## config.mk

```make
export PLATFORM = sky130hd
export DESIGN_NAME = pid_cfg_master
export DESIGN_NICKNAME = d
export VERILOG_FILES = /design/src/rtl/pid_cfg_master_pkg.sv /design/src/rtl/pid_cfg_beat_gen.sv /design/src/rtl/pid_cfg_master.sv
export SDC_FILE = /design/constraint.sdc
export NUM_CORES = 1
export LEC_CHECK = 0
export CELL_PAD_IN_SITES_DETAIL_PLACEMENT = 1
export CELL_PAD_IN_SITES_GLOBAL_PLACEMENT = 2
export CORE_UTILIZATION = 30
export DETAILED_ROUTE_END_ITERATION = 8
export HOLD_SLACK_MARGIN = 0.15
export PLACE_DENSITY = 0.95
export SYNTH_ARGS = -nofsm -noshare
export SYNTH_HDL_FRONTEND = slang
export SYNTH_SLANG_ARGS = --single-unit
```

## constraint.sdc

```tcl
create_clock -name i_clk -period 6.3 [get_ports i_clk]
set_input_delay 0.945 -clock i_clk [delete_from_list [all_inputs] [get_ports i_clk]]
set_output_delay 0.945 -clock i_clk [all_outputs]
set_load 0.01 [all_outputs]
```

## src/rtl/pid_cfg_master_pkg.sv

```systemverilog
// Shared definitions for the PID configuration Wishbone master: FSM encoding,
// PID register word offsets and the per-beat byte stride.
package pid_cfg_master_pkg;

  typedef enum logic [3:0] {
    StIdle = 4'b0001,
    StStb  = 4'b0010,
    StGap  = 4'b0100,
    StFin  = 4'b1000
  } state_e;

  localparam int unsigned KpIdx = 0;
  localparam int unsigned KiIdx = 1;
  localparam int unsigned KdIdx = 2;
  localparam int unsigned SvIdx = 3;

  function automatic int unsigned byte_stride(input int unsigned wb_nb);
    return wb_nb / 8;
  endfunction

endpackage

```

## src/rtl/pid_cfg_beat_gen.sv

```systemverilog
// Beat sequencer: holds the beat index and the current beat byte address.
module pid_cfg_beat_gen
  import pid_cfg_master_pkg::*;
#(
  parameter int unsigned WB_NB     = 32,
  parameter int unsigned ADR_WB_NB = 16
) (
  input  logic                 i_clk,
  input  logic                 i_rst,
  input  logic                 i_start,
  input  logic [ADR_WB_NB-1:0] i_base,
  input  logic [1:0]           i_len,
  input  logic                 i_advance,
  output logic [ADR_WB_NB-1:0] o_adr,
  output logic [1:0]           o_idx,
  output logic                 o_last
);

  localparam logic [ADR_WB_NB-1:0] Stride = ADR_WB_NB'(byte_stride(WB_NB));

  logic [ADR_WB_NB-1:0] r_adr;
  logic [1:0]           r_idx;
  logic [1:0]           r_len;

  // Address adds wrap naturally at the address width.
  always_ff @(posedge i_clk or negedge i_rst) begin
    if (!i_rst) begin
      r_adr <= '0;
      r_idx <= '0;
      r_len <= '0;
    end else if (i_start) begin
      r_adr <= i_base;
      r_idx <= '0;
      r_len <= i_len;
    end else if (i_advance) begin
      r_adr <= r_adr + Stride;
      r_idx <= r_idx + 2'd1;
    end
  end

  assign o_adr  = r_adr;
  assign o_idx  = r_idx;
  assign o_last = (r_idx == r_len);

endmodule

```

## src/rtl/pid_cfg_master.sv

```systemverilog
// Wishbone Classic initiator issuing 1..4 beat PID configuration commands.
// Optional ack watchdog enabled by defining PID_CFG_MASTER_TIMEOUT_EN.
module pid_cfg_master
  import pid_cfg_master_pkg::*;
#(
  parameter int unsigned WB_NB       = 32,
  parameter int unsigned ADR_WB_NB   = 16,
  parameter int unsigned TIMEOUT_CYC = 64
) (
  input  logic                 i_clk,
  input  logic                 i_rst,
  input  logic                 i_cmd_valid,
  output logic                 o_cmd_ready,
  input  logic                 i_cmd_we,
  input  logic [ADR_WB_NB-1:0] i_cmd_adr,
  input  logic [1:0]           i_cmd_len,
  input  logic [63:0]          i_cmd_data,
  output logic                 o_wb_cyc,
  output logic                 o_wb_stb,
  output logic                 o_wb_we,
  output logic [ADR_WB_NB-1:0] o_wb_adr,
  output logic [WB_NB-1:0]     o_wb_data,
  input  logic [WB_NB-1:0]     i_wb_data,
  input  logic                 i_wb_ack,
  output logic                 o_rd_valid,
  output logic [WB_NB-1:0]     o_rd_data,
  output logic [1:0]           o_rd_idx,
  output logic                 o_done,
  output logic                 o_err
);

  state_e                 r_state;
  state_e                 w_state_d;
  logic                   r_we;
  logic [63:0]            r_data;
  logic                   r_rd_valid;
  logic [WB_NB-1:0]       r_rd_data;
  logic [1:0]             r_rd_idx;

  logic                   w_start;
  logic                   w_advance;
  logic                   w_in_stb;
  logic                   w_rd_capture;
  logic                   w_timeout;
  logic [ADR_WB_NB-1:0]   w_adr;
  logic [1:0]             w_idx;
  logic                   w_last;
  logic [15:0]            w_word;
  logic [WB_NB-1:0]       w_wdata;

  pid_cfg_beat_gen #(
    .WB_NB    (WB_NB),
    .ADR_WB_NB(ADR_WB_NB)
  ) u_beat_gen (
    .i_clk    (i_clk),
    .i_rst    (i_rst),
    .i_start  (w_start),
    .i_base   (i_cmd_adr),
    .i_len    (i_cmd_len),
    .i_advance(w_advance),
    .o_adr    (w_adr),
    .o_idx    (w_idx),
    .o_last   (w_last)
  );

  assign w_word = r_data[{w_idx, 4'b0000} +: 16];

  if (WB_NB == 16) begin : g_wdata_narrow
    assign w_wdata = w_word;
  end else begin : g_wdata_ext
    assign w_wdata = {{(WB_NB - 16){w_word[15]}}, w_word};
  end

`ifdef PID_CFG_MASTER_TIMEOUT_EN
  localparam logic [7:0] ToLast = 8'(TIMEOUT_CYC - 1);

  logic [7:0] r_to_cnt;
  logic       r_to_err;

  assign w_timeout = (r_state == StStb) && !i_wb_ack && (r_to_cnt == ToLast);

  // Counter is zero on every STB entry since it clears outside STB.
  always_ff @(posedge i_clk or negedge i_rst) begin
    if (!i_rst) begin
      r_to_cnt <= '0;
      r_to_err <= 1'b0;
    end else begin
      r_to_cnt <= (r_state == StStb) ? r_to_cnt + 8'd1 : 8'd0;
      if (w_start) begin
        r_to_err <= 1'b0;
      end else if (w_timeout) begin
        r_to_err <= 1'b1;
      end
    end
  end

  assign o_err = (r_state == StFin) && r_to_err;
`else
  logic w_unused_to;

  assign w_timeout   = 1'b0;
  assign w_unused_to = ^8'(TIMEOUT_CYC);
  assign o_err       = 1'b0;
`endif

  always_comb begin
    w_state_d = r_state;
    w_start   = 1'b0;
    w_advance = 1'b0;
    unique case (r_state)
      StIdle: begin
        if (i_cmd_valid) begin
          w_start   = 1'b1;
          w_state_d = StStb;
        end
      end
      StStb: begin
        if (i_wb_ack) begin
          w_state_d = StGap;
        end else if (w_timeout) begin
          w_state_d = StFin;
        end
      end
      StGap: begin
        if (w_last) begin
          w_state_d = StFin;
        end else begin
          w_advance = 1'b1;
          w_state_d = StStb;
        end
      end
      StFin:   w_state_d = StIdle;
      default: w_state_d = StIdle;
    endcase
  end

  assign w_in_stb     = (r_state == StStb);
  assign w_rd_capture = w_in_stb && i_wb_ack && !r_we;

  always_ff @(posedge i_clk or negedge i_rst) begin
    if (!i_rst) begin
      r_state    <= StIdle;
      r_we       <= 1'b0;
      r_data     <= '0;
      r_rd_valid <= 1'b0;
      r_rd_data  <= '0;
      r_rd_idx   <= '0;
    end else begin
      r_state    <= w_state_d;
      r_rd_valid <= w_rd_capture;
      if (w_start) begin
        r_we   <= i_cmd_we;
        r_data <= i_cmd_data;
      end
      if (w_rd_capture) begin
        r_rd_data <= i_wb_data;
        r_rd_idx  <= w_idx;
      end
    end
  end

  // Ready is masked by reset because the async reset parks the FSM in IDLE.
  assign o_cmd_ready = (r_state == StIdle) && i_rst;
  assign o_wb_cyc    = (r_state == StStb) || (r_state == StGap);
  assign o_wb_stb    = w_in_stb;
  assign o_wb_we     = w_in_stb && r_we;
  assign o_wb_adr    = w_in_stb ? w_adr : '0;
  assign o_wb_data   = w_in_stb ? w_wdata : '0;
  assign o_rd_valid  = r_rd_valid;
  assign o_rd_data   = r_rd_data;
  assign o_rd_idx    = r_rd_idx;
  assign o_done      = (r_state == StFin);

endmodule

```

==> run summary, run 1 <==
The detailed router placed 4698 vias in this run. The count of distinct cell types in the synthesized netlist was 45; the largest fanout of any net on the critical path was 33. The later pin in the worst-skew pair is clocked with a latency of 410 ps. Measured along the x axis, the die boundary spans 142.7 um. TritonCTS built the clock tree. Together, buffers and inverters on the worst path number 2. The region available for standard cell placement spans 19400 sq um. Of the post-synthesis cell area, the part taken by muxes is 14.52%. The effective utilization at floorplan is 30.60%, and the number of iterations in the first detailed-routing pass is 4.

For this run, design rule violations remaining after detail routing come to 0. Of the total synthesized cell area, the portion taken by full adders, half adders and majority gates is 0.2108%. Yosys mapped a number of flops with a built-in enable equal to 0.

In this run the biggest area consumer among cell types represents 51.85% of the synthesized area. The layout overhead on the synthesized area works out to 45.62%. The clock tree synthesis step divided the H-tree into 4 levels.

Synthesis produced a netlist whose cell count is 563. Core occupancy in the finished layout: 44.56%. By area, the combinational part of the netlist is dominated by simple AND/OR/NAND/NOR gates. After synthesis, the share of flip-flops with an asynchronous set or reset is 100.0%. After routing, the total negative slack on setup checks comes to 0 ps.

For the area of the die, the log shows 20350 sq um. The critical path goes through or4b_4, clkinv_2, and2_1, clkdlybuf4s50_1. Setup violations remaining at the end of the flow were counted as 0. The first global-routing pass estimated 27060 um of wire.

Counting along the longest clock path gives a buffer depth of 2. For this run, the number of Yosys warnings is 0. Cells with a size suffix above 1 make up 12.80% of the layout. The cell at the slowest stage of the critical path was clkdlybuf4s50_1. STA puts the critical path data arrival time at 3050 ps. The share of the synthesized area in compound gates (AO/OA/AOI/OAI) works out to 3.710%. The tools report the number of I/O pins as 208.

VDD sags by at most 0.2283 mV. The tree built by TritonCTS fans out to 124 sinks. The commonest non-fill, non-tap cell in the layout is nand2_1. The critical path's top delay family is simple AND/OR/NAND/NOR gates. The run gives 0 as the number of nets with antenna violations after detailed routing. The worst setup path is captured at a primary output. For the achievable clock frequency, the log shows 250.2 MHz.

The startpoint type of the worst setup path was a flip-flop. The logs give 120 for the initial DRC count and 5085 for the number of global-route vias before repair. The number of instances resized during post-cts repair is 0. The library cells used most frequently in the layout, excluding fill and tap cells, are nand2_1, clkdlybuf4s50_1, dfrtp_1, and2_1, mux2_4. The net total in the final layout was 866; the highest cell delay on the worst timing path was 660 ps. STA puts the critical path data required time at 5350 ps. The run finished with clean final reports. Routed length per instance: 16.47 um. Entering global routing, the biggest net connects 92 pins. The tools report the clock tree root driver cell as clkbuf_16. Yosys attributes the largest share of cell area to dfrtp_1, nand2_1, mux2_4, mux4_2, and2_1.

For the last weighted congestion value of the routability-driven placer, the log shows 0.7495. For the final worst clock skew, the log shows 8.696 ps. The die is 142.7 um tall. For the number of antenna violations at the first check in global routing, the log shows 0. Dividing the synthesized area by the synthesized cell count gives 10.54 sq um. The clock period minus worst slack is 3998 ps, and the ratio of final minimum period to clock period is 63.45%. The static power due to leakage was 3.813 nW. The total nets after synthesis came out at 683. After floorplanning, the core was divided into 51 placement rows.

The slew at the pin with the worst max-slew slack works out to 1146 ps. The number of slew-limit violations in the final report is 0, and the number of max-cap violations is 0. The worst slew margin relative to its limit was 23.62%. The repair_antennas step left the layout with diodes totalling 0.

The final hold violation count is 0. The min-delay analysis places its worst path in the category flip-flop to flip-flop. Wires add up to 16850 um. Number of synthesized register bits: 124. The total global routing track utilization was 17.48%. The number of CTS-inserted buffers was 17. The prevailing post-synth register cell is dfrtp_1. The total power per unit cell area works out to 435.2 nW/um^2. By startpoint and endpoint, the worst setup path is classified as flip-flop to primary output. The biggest area contributor in the post-synthesis netlist is dfrtp_1. Sequential cells were found to cover 52.30% of the synthesized design area. The count of buffers from port buffering was 206; the post-DP HPWL was 11700 um. For this design, the CTS-stage hold fixing added 0 buffers. For the aggregate global routing overflow, the log shows 0. The synthesized netlist devotes 22.30% of its cell area to simple gates. The detail-routed via count per cell was 4.592. Clock-pin slew was measured on the worst setup and hold paths at 50 ps. In this run the cell area of the synthesized design comes to 5936 sq um. The synthesized netlist devotes 1.623% of its cell area to XOR and XNOR gates.

Setup repair after global routing left no endpoint under its margin. Once the clock tree was built, the setup fixing pass inserted 0 buffers.
## power breakdown
part	internal (W)	switching, W	total, W
clock network	0.000599	0.000352	0.000950
logic	0.000744	0.000631	0.00138
registers	0.00117	0.000267	0.00144
## cell usage after synthesis, drive strengths merged (2+ instances only)
library cell  count
o211ai            6
dfrtp           123
nor3              3
inv               2
and3              2
or4               4
nand4             2
a211oi            2
and4              2
nand3            10
clkbuf           17
xor2              5
and2             36
xnor2             6
buf              29
nor2             10
mux2             34
mux4             16
o21ai             7
nor4b             4
a2111oi           3
o31ai             3
a31oi             3
or4b              3
nand2           221
## path summary, 6_finish.rpt
check	startpoint	endpoint	slack [ps]	depth (start not counted)
max	r_state[3]$_DFFE_PN0P_	o_wb_data[21]	2300	4
min	r_data[39]$_DFFE_PN0P_	r_data[39]$_DFFE_PN0P_	470	2
max reg2reg	r_state[3]$_DFFE_PN0P_	o_rd_data[0]$_DFFE_PN0P_	3230	5
min reg2reg	r_data[39]$_DFFE_PN0P_	r_data[39]$_DFFE_PN0P_	470	2
max in group asynchronous	i_rst	r_data[63]$_DFFE_PN0P_	4550	2
min in group asynchronous	i_rst	u_beat_gen.o_adr[8]$_DFFE_PN0P_	510	1
## final cells by class
type                       count  area, sq um
clock inverter                11        120.1
sequential                   124         3104
timing repair buffer         210         2093
clock buffer                  20        456.7
inverter                       3        12.51
fill                        2178        10760
tap                          265        331.6
multi-input combinational    390         2525
## metal layers
metal  routed length, um  track usage, %
met1                7542           21.54
met2                7952           29.31
met3                1167           5.433
met4                 182           5.037
met5                   0               0
## cells by family after synthesis
| kind of cell | after synthesis |
|---|---|
| AOI/OAI and AO/OA | 28 |
| xor gates and xnor gates | 11 |
| muxes | 51 |
| adders and majority gates | 1 |
| buffers and inverters | 49 |
| and+or+nand+nor | 298 |
| DFF | 124 |
| other | 1 |
## worst min-delay path: cells and delay by family, from the launching register on
family           cells  cell delay (ps)
and+or+nand+nor      2              100
DFF                  1              330
## sequential cells by signal (all words and copies together), names as in the netlist
signal	flops
o_rd_idx	2
r_we	1
o_rd_data	32
r_state	4
u_beat_gen.r_len	2
r_data	64
u_beat_gen.o_adr	16
u_beat_gen.o_idx	2
o_rd_valid	1
## per-stage QoR
| step | setup slack, ps | area, sq um | total power, W | std cells | hold slack (ps) |
|---|---|---|---|---|---|
| 2_1_floorplan | 3431 | 5936 | 0.002215 | 563 | 437.4 |
| 3_3_place_gp | 2769 | 8066 | 0.002780 | 992 | 452.7 |
| 3_5_place_dp | 2665 | 8066 | 0.002845 | 992 | 458.1 |
| 4_1_cts | 2199 | 8643 | 0.003826 | 1023 | 472.1 |
| 5_1_grt | 2121 | 8643 | 0.004039 | 1023 | 497.7 |
| 6_report | 2302 | 8643 | 0.003761 | 1023 | 469.0 |
Note: power is estimated with default switching activity, not from simulation.
==> run 2, diff against run 1 <==
- CORE_UTILIZATION: 30 -> 27
- PLACE_DENSITY: 0.95 -> 0.88
- clock period: 6.3 -> 4.11 ns (I/O delays scaled with it)
==> run 2 against run 1 <==
Sequential power up 53%. Clock-buffer cell count fell by 1. Wire length up 4.1%. Design area rose by 1.3%. Register-to-register slack lost 2100 ps. Critical path depth unchanged. Global-route usage fell by 1.4 points. Hold slack about the same. Largest power group unchanged. Highest routed layer is now met5.
==> run summary, run 2 (synthesis results as in run 1) <==
The overall die width came out at 150.3 um (+5.3%). For the post-DP HPWL, the log shows 12280 um (+5.0%). The logs give 0 ps (unchanged) for the setup TNS and 3.863 nW (+1.3%) for the static power due to leakage. The post-place instance area is 8103 sq um (+0.45%). The tools report the number of global-route vias before repair as 5051 (-0.67%).

In the layout the commonest cells are nand2_1, clkdlybuf4s50_1, dfrtp_1, and2_1, mux2_4. The total power after layout came out at 0.005950 W (+58%). The number of I/O pins is 208 (unchanged).

The startpoint type of the worst setup path was a flip-flop. For the largest net degree at the start of global routing, the log shows 92 (unchanged). The run gives 8755 sq um (+1.3%) as the final design instance area without fill.

Walking the worst path, the cells encountered are or4b_4, clkinv_2, and2_1, clkdlybuf4s50_1. For the total global routing track utilization, the log shows 16.03% (-1.4 points). The tools report the worst reg2reg path startpoint as r_state[3]$_DFFE_PN0P_.

The run gives 27.88% (-2.7 points) as the effective utilization at floorplan. Register ranked first by flip-flop count: r_data. The number of buffers and inverters on the critical path was 2 (unchanged); the peak supply drop was 0.2153 mV (-5.7%). The height of the chip was 150.3 um (+5.3%); the area of the die was 22580 sq um (+11%).

The most critical setup path has its startpoint at r_state[3]$_DFFE_PN0P_. The tools report the number of CTS-inserted buffers as 17 (unchanged). The total power per unit cell area is 679.6 nW/um^2 (+56%). The number of slew-limit violations in the final report was 0 (unchanged); the number of standard-cell rows in the floorplan was 53 (+3.9%). The total via count after detailed routing came out at 4766 (+1.4%). The tools report the final hold violation count as 0 (unchanged).

The number of H-tree branching levels is 4 (unchanged), and the layout overhead on the synthesized area is 47.49%. The count of buffers from port buffering is 206 (unchanged). For the hold buffer count at CTS, the log shows 1 (+1). The number of endpoints failing setup at the final stage came out at 0 (unchanged). Setup repair after global routing left no endpoint under its margin. The start point of the worst min-delay path is r_data[32]$_DFFE_PN0P_. For the number of instances resized during post-cts repair, the log shows 0 (unchanged). Clock tree root driver cell: clkbuf_16.

The tools report the number of antenna violations at the first check in global routing as 1 (+1). The number of filler instances in the final layout was 2321 (+6.6%). The worst setup path is captured at a primary output. The highest cell delay on the worst timing path is 680 ps (+20 ps).

For the last weighted congestion value of the routability-driven placer, the log shows 0.7604 (+1.5%). In this run the worst hold path is classified as flip-flop to flip-flop. The number of max-cap violations was 0 (unchanged). The number of remaining DRC errors is 0 (unchanged), and the number of buffers between clock root and the deepest sink is 2 (unchanged). The run gives 27390 um (+1.2%) as the wire length of the first global-routing pass. Detail-routed via count per cell: 4.592 (about the same). Of the available clock period, the critical path in the final layout requires 82.89%. The number of flip-flops under the largest register name was 64 (unchanged).

The antenna diode count came out at 0 (unchanged). The initial DRC count was 185 (+54%). The slew at the pin with the worst max-slew slack came out at 982.3 ps (-163.3 ps). The tools report the number of cells after detailed placement as 1005 (+1.3%). The cell at the slowest stage of the critical path was clkdlybuf4s50_1. The final worst clock skew is 8.955 ps (+0.2589 ps), and the net total in the final layout is 870 (+0.46%). The data required time at the worst endpoint was 3490 ps (-1860 ps); the clock period minus worst slack was 3407 ps. The aggregate global routing overflow is 0 (unchanged). TritonCTS built the clock tree. The routed length per instance is 16.89 um (+2.6%). The worst slew margin relative to its limit was 33.59% (+10 points); the number of nets with antenna violations after detailed routing was 0 (unchanged). The number of setup buffers added after CTS is 0 (unchanged), and the fraction of layout cells with a size suffix above 1 is 13.50% (+0.70 points). The tools report the achievable clock frequency as 293.5 MHz.

Among cell families on the critical path, the largest total delay comes from simple AND/OR/NAND/NOR gates. The non-filler instance count after layout is 1038 (+1.5%). Data arrival time of the critical path: 2790 ps (-260 ps). The tools report the clock latency of the later-clocked register in the worst-skew pair as 410 ps (about the same). The library cell used most frequently in the layout, excluding fill and tap cells, is nand2_1. The largest fanout of any net on the critical path came out at 17 (-48%). The logs give 41.13% (-3.4 points) for the core occupancy in the finished layout and 124 (unchanged) for the clock net sink count. The number of iterations in the first detailed-routing pass was 4 (unchanged); the total wirelength of the detailed-routed design was 17530 um (+4.1%).

The clock transition time at the flip-flop clock pins of the worst setup and hold paths came out at 60 ps (about the same). Core area: 21290 sq um (+9.7%). The critical path class was flip-flop to primary output. The flow ran to the end, and the final reports show no timing, DRC or antenna violations.
run 2: power breakdown:
part           internal (W)  switching (W)
Combinational       0.00114       0.000977
Clock               0.00105       0.000579
Sequential          0.00179       0.000406
Total               0.00399        0.00196
run 2: worst reg2reg max path, cell delays in order, from the launching register on:
cell      delay [ps]
dfrtp_1          430
or4b_4           600
clkinv_2          70
buf_4            310
and2_4           200
and2b_2          420
buf_4            450
mux2_2           390
run 2: final cells by class:
type	instances	area [sq um]	area share, %
clock inverters	13	188.9	2.158
multi-input cells	390	2525	28.84
clock buffers	19	452.9	5.174
flip-flops and latches	124	3105	35.47
inverters	3	12.51	0.1429
well taps	275	344.1	3.930
repair buffers	214	2126	24.28
run 2: routing by layer:
| metal | up-vias | track usage, % | wire, um |
|---|---|---|---|
| li1 | 2231 | - | - |
| met1 | 2361 | 20.13 | 7719 |
| met2 | 161 | 26.29 | 8405 |
| met3 | 11 | 5.636 | 1284 |
| met4 | 2 | 3.636 | 105 |
| met5 | - | 0 | 13 |
run 2: per-stage QoR:
stage / hold WS, ps / worst slack, ps
5_1_grt: 489.6 / 536.0
2_1_floorplan: 320.9 / 1569
3_5_place_dp: 460.9 / 1061
3_3_place_gp: 453.4 / 1120
6_report: 469.2 / 703.1
4_1_cts: 475.9 / 631.6
run 2: path summary, 6_finish.rpt:
path | endpoint | slack, ps | cells past startpoint
min in group asynchronous | o_rd_data[2]$_DFFE_PN0P_ | 680 | 2
worst max-delay path | o_wb_data[29] | 700 | 4
worst min-delay path | r_data[32]$_DFFE_PN0P_ | 470 | 2
worst min register to register | r_data[32]$_DFFE_PN0P_ | 470 | 2
worst max register to register | o_rd_data[1]$_DFFE_PN0P_ | 1120 | 7
max in group asynchronous | u_beat_gen.o_idx[0]$_DFFE_PN0P_ | 1840 | 4
==> run 3, diff against run 2 <==
- CORE_UTILIZATION: 27 -> 25
- PLACE_DENSITY: 0.88 -> 0.86
- clock period: 4.11 -> 3 ns (I/O delays scaled with it)
==> run 3 against run 2 <==
Power up 38%. Clock power up 37%. Clock skew up 2.1 ps. Die area up 7.9%. Global-route usage down 1.4 points. First-iteration DRC count down 12%. Via count down 0.97%. Critical path depth up 1. Hold slack worse by 410 ps. Cell count up 4.5%. Non-clock buffer count up 4. Critical endpoint is now o_wb_data[28]. Largest cell class unchanged. Largest power group unchanged.
==> run summary, run 3 (synthesis results as in run 1) <==
The number of flip-flops under the largest register name is 64 (unchanged). The number of global-route vias before repair was 4961 (-1.8%); the core occupancy in the finished layout was 38.20% (-2.9 points). The core area was 23400 sq um (+9.9%). The number of max-cap violations was 0 (unchanged). On the critical path, the stage with the largest delay is an instance of or4b_4. The clock net sink count is 124 (unchanged), and the total power per unit cell area is 921.2 nW/um^2 (+36%). Ranked by flip-flop count, first place goes to r_data.

The clock latency of the later-clocked register in the worst-skew pair was 410 ps (about the same). The number of endpoints failing setup at the final stage was 0 (unchanged); the post-DP HPWL was 12120 um (-1.3%). In the layout the commonest cells are nand2_1, clkdlybuf4s50_1, dfrtp_1, and2_1, mux2_4.

The setup TNS is 0 ps (unchanged). The kind of path behind the tightest hold check was input pin to async pin. For the total global routing track utilization, the log shows 14.67% (-1.4 points). The run gives 1085 (+4.5%) as the non-filler instance count after layout. The effective utilization at floorplan was 25.36% (-2.5 points). The run gives 125 (+36%) as the largest net degree at the start of global routing. The number of remaining DRC errors came out at 0 (unchanged). For the total via count after detailed routing, the log shows 4720 (-0.97%). The achievable clock frequency came out at 349.5 MHz.

The clock tree root driver cell is clkbuf_16. The tools report the total wirelength of the detailed-routed design as 17540 um (about the same). The critical path class is flip-flop to primary output. The number of iterations in the first detailed-routing pass came out at 4 (unchanged). The count of buffers from port buffering is 206 (unchanged).

The run finished with clean final reports. The run gives 0 (unchanged) as the number of slew-limit violations in the final report. The tools report the critical path capture point type as a primary output. TritonCTS built the clock tree. The tools report the net total in the final layout as 874 (+0.46%).

The logs give 2550 ps (-940 ps) for the data required time at the worst endpoint and 1054 (+4.9%) for the number of cells after detailed placement. Number of buffers between clock root and the deepest sink: 2 (unchanged). The critical path goes through or4b_4, clkinv_4, and2_1, buf_6, clkdlybuf4s50_1. The wire length of the first global-routing pass came out at 27430 um (+0.18%). Peak supply drop: 0.2936 mV (+36%). The number of I/O pins came out at 208 (unchanged). Commonest non-fill, non-tap cell in the layout: nand2_1. The detail-routed via count per cell is 4.350 (-5.3%), and the worst slew margin relative to its limit is 46.48% (+13 points). The routed length per instance came out at 16.16 um (-4.3%). The number of H-tree branching levels is 4 (unchanged). Number of standard-cell rows in the floorplan: 56 (+5.7%). Setup repair after global routing left no endpoint under its margin. For the aggregate global routing overflow, the log shows 0 (unchanged). Fraction of layout cells with a size suffix above 1: 13.97% (+0.47 points). The height of the chip works out to 156.1 um (+3.9%). Critical path's top delay family: buffers and inverters. The area of the die is 24360 sq um (+7.9%), and the clock period minus worst slack is 2861 ps. The ratio of final minimum period to clock period is 95.37%, and the initial DRC count is 162 (-12%).

The startpoint type of the worst setup path is a flip-flop. The run gives 4.117 nW (+6.6%) as the static power due to leakage. The antenna diode count was 0 (unchanged).

The final hold violation count was 0 (unchanged). The number of antenna violations at the first check in global routing is 0 (-1), and the largest fanout of any net on the critical path is 17 (unchanged). Highest cell delay on the worst timing path: 590 ps (-90 ps). The last weighted congestion value of the routability-driven placer was 0.7428 (-2.3%); the number of buffers and inverters on the critical path was 3 (+1). The layout overhead on the synthesized area works out to 50.61%. The slew at the pin with the worst max-slew slack was 802.8 ps (-179.5 ps); the number of filler instances in the final layout was 2621 (+13%). For the data arrival time of the critical path, the log shows 2410 ps (-380 ps). The run gives 0 (unchanged) as the number of nets with antenna violations after detailed routing. The run gives 11.04 ps (+2.088 ps) as the final worst clock skew. The number of CTS-inserted buffers is 17 (unchanged). The overall die width was 156.1 um (+3.9%); the clock transition time at the flip-flop clock pins of the worst setup and hold paths was 60 ps (about the same).
[run 3: changes by cell type in the layout (fill, tap and decap cells not counted), moves of 2 or more]
cell and delta:
clkinv_4 -2, dlymetal6s2s_1 +12, clkbuf_8 +2, buf_12 +5, clkdlybuf4s50_1 -12
[run 3: final cells by class]
| cell class | count | area [sq um] | share of cell area, % |
|---|---|---|---|
| Sequential cell | 124 | 3108 | 34.77 |
| Multi-Input combinational cell | 390 | 2525 | 28.24 |
| Timing Repair Buffer | 218 | 2250 | 25.16 |
| Clock buffer | 21 | 480.5 | 5.374 |
| Tap cell | 319 | 399.1 | 4.465 |
| Clock inverter | 10 | 161.4 | 1.805 |
| Inverter | 3 | 16.27 | 0.1819 |
[run 3: metal layers]
metal  track usage (%)  part of all wire (%)  vias up
li1                  -                     -     2240
met5                 0                     0        -
met1             18.82                    45     2312
met4             3.548                  0.78        0
met2             23.41                    46      157
met3             5.250                   7.7       11
[run 3: power by group]
group | switching (W) | total (W) | leakage [nW] | internal (W)
combinational | 0.00135 | 0.00298 | 2.28 | 0.00163
clock | 0.000760 | 0.00224 | 0.308 | 0.00147
sequential | 0.000565 | 0.00302 | 1.53 | 0.00246
[run 3: path summary, 6_finish.rpt]
check | slack [ps] | startpoint | endpoint | cells past startpoint
max | 140 | r_state[2]$_DFFE_PN0P_ | o_wb_data[28] | 5
max reg2reg | 590 | r_state[2]$_DFFE_PN0P_ | o_rd_data[0]$_DFFE_PN0P_ | 7
max in group asynchronous | 2170 | i_rst | u_beat_gen.o_idx[0]$_DFFE_PN0P_ | 2
min in group i_clk | 470 | r_data[36]$_DFFE_PN0P_ | r_data[36]$_DFFE_PN0P_ | 2
min reg2reg | 470 | r_data[36]$_DFFE_PN0P_ | r_data[36]$_DFFE_PN0P_ | 2
min | 50 | i_rst | u_beat_gen.o_adr[11]$_DFFE_PN0P_ | 2
[run 3: what timing repair did]
item / 4_1_cts / 5_1_grt
gates cloned: 0 / 0
buffers inserted: 0 / 0
gates resized for setup: 2 / 13
pin swaps: 0 / 1
hold buffers: 0 / 0
endpoints found under the setup margin: 17 / 24
hold endpoints to repair: 0 / 0
[run 3: worst reg2reg max path, delay by kind of cell, from the launching register on]
| kind | cells | cell delay [ps] |
|---|---|---|
| buffers and inverters | 3 | 550 |
| DFF | 1 | 420 |
| muxes | 1 | 390 |
| and+or+nand+nor | 3 | 940 |
[run 3: metrics by stage]
step	hold slack, ps	setup slack, ps	area (sq um)	power [W]
after global placement	452.3	392.1	8258	0.005976
after CTS	162.2	16.52	8907	0.008397
final	54.22	138.9	8940	0.008235
after floorplan	154.4	625.7	5936	0.004651
after global routing	196.9	27.98	8940	0.008812
after detailed placement	458.7	373.9	8258	0.006079
